[src/rtl/data_cache_responder.sv]
// Direct-mapped, write-back, write-allocate data cache that answers the CPU READ/WRITE/BUSYWAIT
// handshake and moves whole blocks to and from a main memory using the same handshake.
module data_cache_responder #(
    parameter int NUM_BLOCKS  = 8,
    parameter int BLOCK_BYTES = 4
) (
    input  logic        CLK,
    input  logic        RESET,
    input  logic        READ,
    input  logic        WRITE,
    input  logic [7:0]  ADDRESS,
    input  logic [7:0]  WRITEDATA,
    output logic [7:0]  READDATA,
    output logic        BUSYWAIT,
    output logic        MEM_READ,
    output logic        MEM_WRITE,
    output logic [5:0]  MEM_ADDRESS,
    output logic [31:0] MEM_WRITEDATA,
    input  logic [31:0] MEM_READDATA,
    input  logic        MEM_BUSYWAIT
);

    localparam int IW     = $clog2(NUM_BLOCKS);
    localparam int TW     = 6 - IW;
    localparam int LINE_W = BLOCK_BYTES * 8;

    typedef enum logic [1:0] {IDLE, WRITEBACK, FETCH, UPDATE} state_t;

    state_t                  state;
    logic                    done;
    logic [LINE_W-1:0]       data_q [NUM_BLOCKS];
    logic [TW-1:0]           tag_q  [NUM_BLOCKS];
    logic [NUM_BLOCKS-1:0]   valid_q;
    logic [NUM_BLOCKS-1:0]   dirty_q;
    logic [LINE_W-1:0]       fill_q;

    logic [IW-1:0] idx;
    logic [TW-1:0] atag;
    logic [1:0]    off;
    logic          req;
    logic          hit;
    logic          service;

    assign idx     = ADDRESS[IW+1:2];
    assign atag    = ADDRESS[7:IW+2];
    assign off     = ADDRESS[1:0];
    assign req     = READ | WRITE;
    assign hit     = valid_q[idx] && (tag_q[idx] == atag);
    assign service = (state == IDLE) && req && !done && hit;

    always_comb begin
        BUSYWAIT = 1'b1;
        if (state == IDLE)
            BUSYWAIT = req & ~done;
    end

    always_ff @(posedge CLK or negedge RESET) begin
        if (!RESET) begin
            state         <= IDLE;
            done          <= 1'b0;
            READDATA      <= '0;
            MEM_READ      <= 1'b0;
            MEM_WRITE     <= 1'b0;
            MEM_ADDRESS   <= '0;
            MEM_WRITEDATA <= '0;
            valid_q       <= '0;
            dirty_q       <= '0;
            fill_q        <= '0;
        end else begin
            // done survives only while the CPU still holds the serviced request
            if (!req)
                done <= 1'b0;
            case (state)
                IDLE: begin
                    if (req && !done) begin
                        if (hit) begin
                            if (WRITE)
                                dirty_q[idx] <= 1'b1;
                            else
                                READDATA <= data_q[idx][{off, 3'b000} +: 8];
                            done <= 1'b1;
                        end else if (valid_q[idx] && dirty_q[idx]) begin
                            state         <= WRITEBACK;
                            MEM_WRITE     <= 1'b1;
                            MEM_ADDRESS   <= {tag_q[idx], idx};
                            MEM_WRITEDATA <= data_q[idx];
                        end else begin
                            state       <= FETCH;
                            MEM_READ    <= 1'b1;
                            MEM_ADDRESS <= {atag, idx};
                        end
                    end
                end
                WRITEBACK: begin
                    if (!MEM_BUSYWAIT) begin
                        state       <= FETCH;
                        MEM_WRITE   <= 1'b0;
                        MEM_READ    <= 1'b1;
                        MEM_ADDRESS <= {atag, idx};
                    end
                end
                FETCH: begin
                    if (!MEM_BUSYWAIT) begin
                        state    <= UPDATE;
                        MEM_READ <= 1'b0;
                        fill_q   <= MEM_READDATA;
                    end
                end
                UPDATE: begin
                    state        <= IDLE;
                    valid_q[idx] <= 1'b1;
                    dirty_q[idx] <= 1'b0;
                end
                default: state <= IDLE;
            endcase
        end
    end

    // Tag and data storage carry no reset; reset forces IDLE so an abandoned fill never lands.
    always_ff @(posedge CLK) begin
        if (service && WRITE) begin
            data_q[idx][{off, 3'b000} +: 8] <= WRITEDATA;
        end else if (state == UPDATE) begin
            data_q[idx] <= fill_q;
            tag_q[idx]  <= atag;
        end
    end

endmodule

[config.mk]
export PLATFORM = sky130hd
export DESIGN_NAME = data_cache_responder
export DESIGN_NICKNAME = d
export VERILOG_FILES = /design/src/rtl/data_cache_responder.sv
export SDC_FILE = /design/constraint.sdc
export NUM_CORES = 1
export LEC_CHECK = 0
export ABC_AREA = 1
export CAP_MARGIN = 15
export CORE_MARGIN = 2
export CORE_UTILIZATION = 33
export CTS_CLUSTER_SIZE = 16
export DETAILED_ROUTE_END_ITERATION = 6
export GPL_ROUTABILITY_DRIVEN = 0
export GPL_TIMING_DRIVEN = 0
export PLACE_DENSITY_LB_ADDON = 0.08
export RECOVER_POWER = 50
export SLEW_MARGIN = 5
export SYNTH_ARGS = -nofsm -noshare
export SYNTH_HDL_FRONTEND = slang
export SYNTH_SLANG_ARGS = --single-unit
[constraint.sdc]
create_clock -name CLK -period 4.19 [get_ports CLK]
set_input_delay 0.6285 -clock CLK [delete_from_list [all_inputs] [get_ports CLK]]
set_output_delay 0.6285 -clock CLK [all_outputs]
set_load 0.05 [all_outputs]
; Word level (Yosys, flattened, before mapping)
; Memory sizes are Yosys's and may differ from the RTL's.
; Cells that the tools add are included.
; W data, S select, Z words.
[word_totals]
reg_bits = 99
mem_bits_rw = 280
out_inout_bits = 49
memories = 2
[classes]
addsub = 1
order_cmp = 2
eq_ne = 12
n_shift = 3
muxes = 73
bitwise = 42
n_reduce_logical = 21
[memory_table]
columns = name, depth, word_bits, read_ports, rd_ports_with_merged_regs, wr, line
row1 = data_q, 8, 32, 1, 0, 1, 31  ; logic [LINE_W-1:0] data_q [NUM_BLOCKS];
row2 = tag_q, 8, 3, 1, 0, 1, 32  ; logic [TW-1:0] tag_q [NUM_BLOCKS];
[op_table]
columns = operator, n
row1 = $mux W1, 52
row2 = $or A1 B1 Y1, 33
row3 = $mux W32, 1
row4 = $shift A8 B7 Y32 const A, 1
row5 = $shiftx A32 B6 Y8, 1
row6 = $shiftx A8 B7 Y32, 1
row7 = $mux W6, 4
row8 = $mux W8, 3
row9 = $reduce_and A4 Y1, 5
row10 = $or A8 B8 Y8, 2
row11 = $pmux W8 S2, 1
row12 = $ne A2 B2 Y1 const B, 6
row13 = $pmux W6 S2, 1
row14 = $mux W2, 5
row15 = $and A8 B8 Y8, 1
row16 = $logic_and A1 B1 Y1, 8
row17 = $not A8 Y8, 1
row18 = $pmux W2 S4, 1
row19 = $neg A5 Y7, 1
row20 = $bmux W1 S3, 2
row21 = $reduce_and A6 Y1, 1
row22 = $reduce_and A5 Y1, 1
row23 = $eq A2 B2 Y1 const B, 2
row24 = $lt A3 B4 Y1 const B, 1
row25 = other kinds (14), 19

; Depth between registers and ports, before layout
[depth]
ltp_word = 9
ltp_mapped = 16
depth_no_buf = 16

; Worst setup path after synthesis
; No wires, ideal clock.
[synth_timing]
path_kind = input -> register
from = input ADDRESS[2]
to = memory data_q[6][0] in the netlist's numbering, enable pin
setup_ns = 0.370
t_arrival_ns = 2.277
t_required_ns = 3.820
setup_slack_ns = 1.542
cell_stages = 13
path_buffers = 2
path_cell_list = buf_4 > buf_4 > nand3_1 > nand2_1 > nor2_1 > nand2_1 > nand2_1 > nand2_2 > nor2_4 > nand4_4 > nand2_2 > nand2_2 > nor2_1
[synth_between]
elab_chain_cells = 8
[synth_lines]
columns = item, line
row1 = from (decl), 11  ; input logic [7:0] ADDRESS,
row2 = $mem_v2 Z8 W3 / $bmux W1 S3 (equally long branches), -
row3 = $eq A3 B3 Y1 / $mux W1 (equally long branches), 48  ; assign hit = valid_q[idx] && (tag_q[idx] == atag);
row4 = $logic_and A1 B1 Y1, 48
row5 = $logic_and A1 B1 Y1, 49  ; assign service = (state == IDLE) && req && !done && hit;
row6 = $logic_and A1 B1 Y1, 121  ; if (service && WRITE) begin
row7 = $mux W1, 121
row8 = $mux W32 (implied by the code) / $mux W1 (equally long branches), "122, 124"
row9 = $or A1 B1 Y1 (no line), -
row10 = to (decl), 31
; Parallel ways exist; a longest one is shown, timed or not. The select of a mux whose other input is x is not followed.

; Worst setup path in the final report
[layout_timing]
from = input ADDRESS[2]
to = memory data_q[4][25] in the netlist's numbering, enable pin
; The elaborated chain is that of the path after synthesis.

==> load_flow_metrics.sql <==
INSERT INTO impl_metrics (metric_group, metric, value, unit) VALUES
('grt', 'maximum_number_of_pins_on_one_net_before_global_route_repair', '57', ''),
('clock_tree', 'clock_latency_reported_for_the_late_side_of_the_worst_skew_pair', '0.58', 'ns'),
('critical_path', 'path_class', 'in2reg', ''),
('detailed_routing', 'drt-wirelength-per-cell', '22.1', 'um'),
('finish', 'area_delta_synth_final', '19.6', '%'),
('logic_synthesis', 'yosys.cell_types.count', '34', ''),
('timing', 'grt_setup_unrepaired', 'no', ''),
('die', 'die_x', '228', 'um'),
('pwr', 'leakage', '8.30', 'nW'),
('place', 'dpl.hpwl', '38900', 'um'),
('detailed_routing', 'post-route-drc-count', '0', ''),
('logic_synthesis', 'avgSynthCellArea', '10.1', 'um^2'),
('logic_synthesis', 'synthDominantAreaCellType', 'sky130_fd_sc_hd__edfxtp_1', ''),
('flow_run', 'cap_viol_max_count', '1', ''),
('logic_synthesis', 'mappedNetlistArea', '16500', 'um^2'),
('logic_synthesis', 'async_reset_ff_share', '26.1', '%'),
('logic_synthesis', 'yosys_register_bits', '379', ''),
('hold_path', 'worst_hold_path_type', 'reg2reg', ''),
('logic_synthesis', 'synth_flop_cell', 'sky130_fd_sc_hd__edfxtp_1', ''),
('clock_tree', 'cts.reportedPaths.clkPinSlew', '0.06', 'ns'),
('logic_synthesis', 'netlist.area_leader.share', '50.9', '%'),
('finish', 'most_frequent_cells_in_the_layout', 'sky130_fd_sc_hd__nand2_1 (677), sky130_fd_sc_hd__edfxtp_1 (280), sky130_fd_sc_hd__dfrtp_1 (99)', ''),
('critical_path', 'timing.critical_path.cells', 'clkdlybuf4s50_1 > buf_4 > buf_4 > clkbuf_1 > nor2_1 > inv_1 > nor2_1', ''),
('detailed_routing', 'antenna_violating_nets_remaining', '0', ''),
('clock_tree', 'tritoncts', 'yes', ''),
('timing', 'totalNegativeSetupSlack', '0', 'ns'),
('timing', 'final_worst_path_period_need', '3.99', 'ns'),
('die', 'design.die.area', '51800', 'um^2'),
('grt', 'use_met1', '29.2', '%'),
('clock_tree', 'numClockSinks', '379', ''),
('pwr', 'power-per-cell-area', '601', 'nW/um^2'),
('grt', 'top_usage_layer', 'met2', ''),
('pwr', 'max-vdd-ir-drop', '284', 'uV'),
('clock_tree', 'cts_made_buffers', '45', ''),
('timing', 'clock_skew', '0.0204', 'ns'),
('die', 'num_rows', '81', ''),
('timing', 'fmax', '250', 'MHz'),
('finish', 'diodes_inserted', '0', ''),
('finish', 'commonest_non_fill_non_tap_cell_in_the_layout', 'sky130_fd_sc_hd__nand2_1', ''),
('run_status', 'status', 'finished, violations left', ''),
('critical_path', 'critical_path.endpoint_type', 'register', ''),
('grt', 'grt_overall_usage', '21.2', '%'),
('finish', 'post_route_cells_drive_above_1_share', '8.24', '%'),
('critical_path', 'critical-path-slowest-cell', 'sky130_fd_sc_hd__nor2_1', ''),
('critical_path', 'cp_data_required_time', '4.37', 'ns'),
('logic_synthesis', 'synth_seq_area_share', '65.9', '%'),
('run_status', 'failing_checks', 'capacitance limit, slew limit', ''),
('logic_synthesis', 'synth.area.mux_share', '2.18', '%'),
('clock_tree', 'htreeDepth', '2', ''),
('grt', 'met3_usage', '3.70', '%'),
('logic_synthesis', 'main_combinational_cell_family_by_area_after_synthesis', 'simple AND/OR/NAND/NOR gates', ''),
('timing', 'max_slew_margin', '-123', '%'),
('grt', 'use_met2', '33.9', '%'),
('clock_tree', 'clockBufferDepth', '3', ''),
('timing', 'hold_ws', '0.457', 'ns'),
('timing', 'tightestPinTransition', '3.34', 'ns'),
('logic_synthesis', 'synth_xor_area_share', '0', '%'),
('logic_synthesis', 'synth_compound_gate_area_share', '3.74', '%'),
('detailed_routing', 'drt-total-wl', '55000', 'um'),
('logic_synthesis', 'synth_enable_flop_cells', '280', ''),
('logic_synthesis', 'synth_simple_gate_area_share', '22.9', '%'),
('clock_tree', 'cts_root_buffer', 'sky130_fd_sc_hd__clkbuf_16', ''),
('grt', 'global_route_wire_length_before_repair', '79800', 'um'),
('timing', 'setup_violations', '0', ''),
('die', 'die_height', '228', 'um'),
('logic_synthesis', 'yosys-top-cells-area', 'sky130_fd_sc_hd__edfxtp_1 (51%), sky130_fd_sc_hd__nand2_1 (15%), sky130_fd_sc_hd__dfrtp_1 (15%), sky130_fd_sc_hd__nand3_1 (2.3%), sky130_fd_sc_hd__mux2_2 (2.2%)', ''),
('place', 'io_buffer_count', '99', ''),
('timing', 'final-max-slew-violation-count', '56', ''),
('logic_synthesis', 'synth_fa_ha_area_share', '0.758', '%'),
('finish', 'design.final.nets', '1847', ''),
('critical_path', 'critical_path_arrival', '4.17', 'ns');
synth_stat cells, drive strengths merged, types with 10 or more instances:
cell,count
dfrtp,99
nand3,78
o21ai,67
nand4,30
mux2,32
edfxtp,280
buf,48
ha,10
nand2,684
nor2,100
nor3,21
inv,91
clkbuf,32
a21oi,40
timing repair:
action,CTS,global route
setup buffers,0,0
endpoints found under the setup margin,0,8
gates resized for setup,0,2
hold buffers,0,0
kinds of logic (layout without fill, tap and decap cells):
kind of cell | count (synthesis) | count (layout)
AND/OR/NAND/NOR | 924 | 924
flip-flops | 379 | 379
buffers and inverters | 174 | 357
AO/OA/AOI/OAI | 118 | 118
multiplexers | 32 | 32
adder cells (fa/ha/maj) | 10 | 10
path summary, 6_finish.rpt:
check / to / slack, ns / cells after the start / startpoint
setup / recovery: data_q[4][25] / 0.20 / 7 / ADDRESS[2]
hold reg to reg: valid_q[6] / 0.46 / 2 / valid_q[6]
min in group asynchronous: valid_q[2] / 1.16 / 1 / RESET
setup reg to reg: data_q[6][24] / 0.66 / 6 / state[0]
hold / removal: valid_q[6] / 0.46 / 2 / valid_q[6]
max in group asynchronous: MEM_WRITEDATA[3] / 1.11 / 1 / RESET
state kept, by name (all words and copies together) (netlist names), 2 cells and up, named ones only:
signal / flops
valid_q: 8
data_q: 256
MEM_WRITEDATA: 32
tag_q: 24
fill_q: 32
MEM_ADDRESS: 6
state: 2
READDATA: 8
through the flow:
| step | power (mW) | setup slack, ns | instances | area (um^2) |
|---|---|---|---|---|
| final | 11.9 | 0.197 | 2484 | 19800 |
| after global routing | 12.4 | 0.0919 | 2484 | 19800 |
| after CTS | 12.1 | 0.263 | 2484 | 19800 |
| after detailed placement | 8.22 | -0.334 | 2401 | 18400 |
| after global placement | 8.18 | -1.81 | 2400 | 18300 |
| after floorplan | 7.01 | 1.54 | 1637 | 16500 |
cell type report:
class                           instances  area (um^2)  area share (%)
Multi-Input combinational cell       1084         4860            24.6
Buffer                                 80          374            1.89
Tap cell                              664          831            4.20
Clock buffer                           66         1310            6.62
Clock inverter                         17          136           0.690
Inverter                               94          353            1.79
Sequential cell                       379        10900            55.1
Timing Repair Buffer                  100         1010            5.12
per-layer routing:
metal  part of all wire, %  wire length (um)
met5                     0                 0
met4                   2.8              1520
met3                   7.0              3870
met2                    46             25300
met1                    44             24300
worst register-to-register path: stages, from the launching register on:
cell	delay [ns]
sky130_fd_sc_hd__dfrtp_1	0.40
sky130_fd_sc_hd__ha_1	0.16
sky130_fd_sc_hd__clkbuf_1	0.67
sky130_fd_sc_hd__clkinv_1	0.58
sky130_fd_sc_hd__nand2_2	0.29
sky130_fd_sc_hd__nand2_2	0.13
sky130_fd_sc_hd__nor2_1	0.90
report_power, final:
part / internal (mW) / total [mW] / switching, mW
registers: 4.77 / 5.05 / 0.278
clock network: 2.28 / 3.85 / 1.57
logic: 0.841 / 2.97 / 2.13
Note: power is estimated with default switching activity, not from simulation.
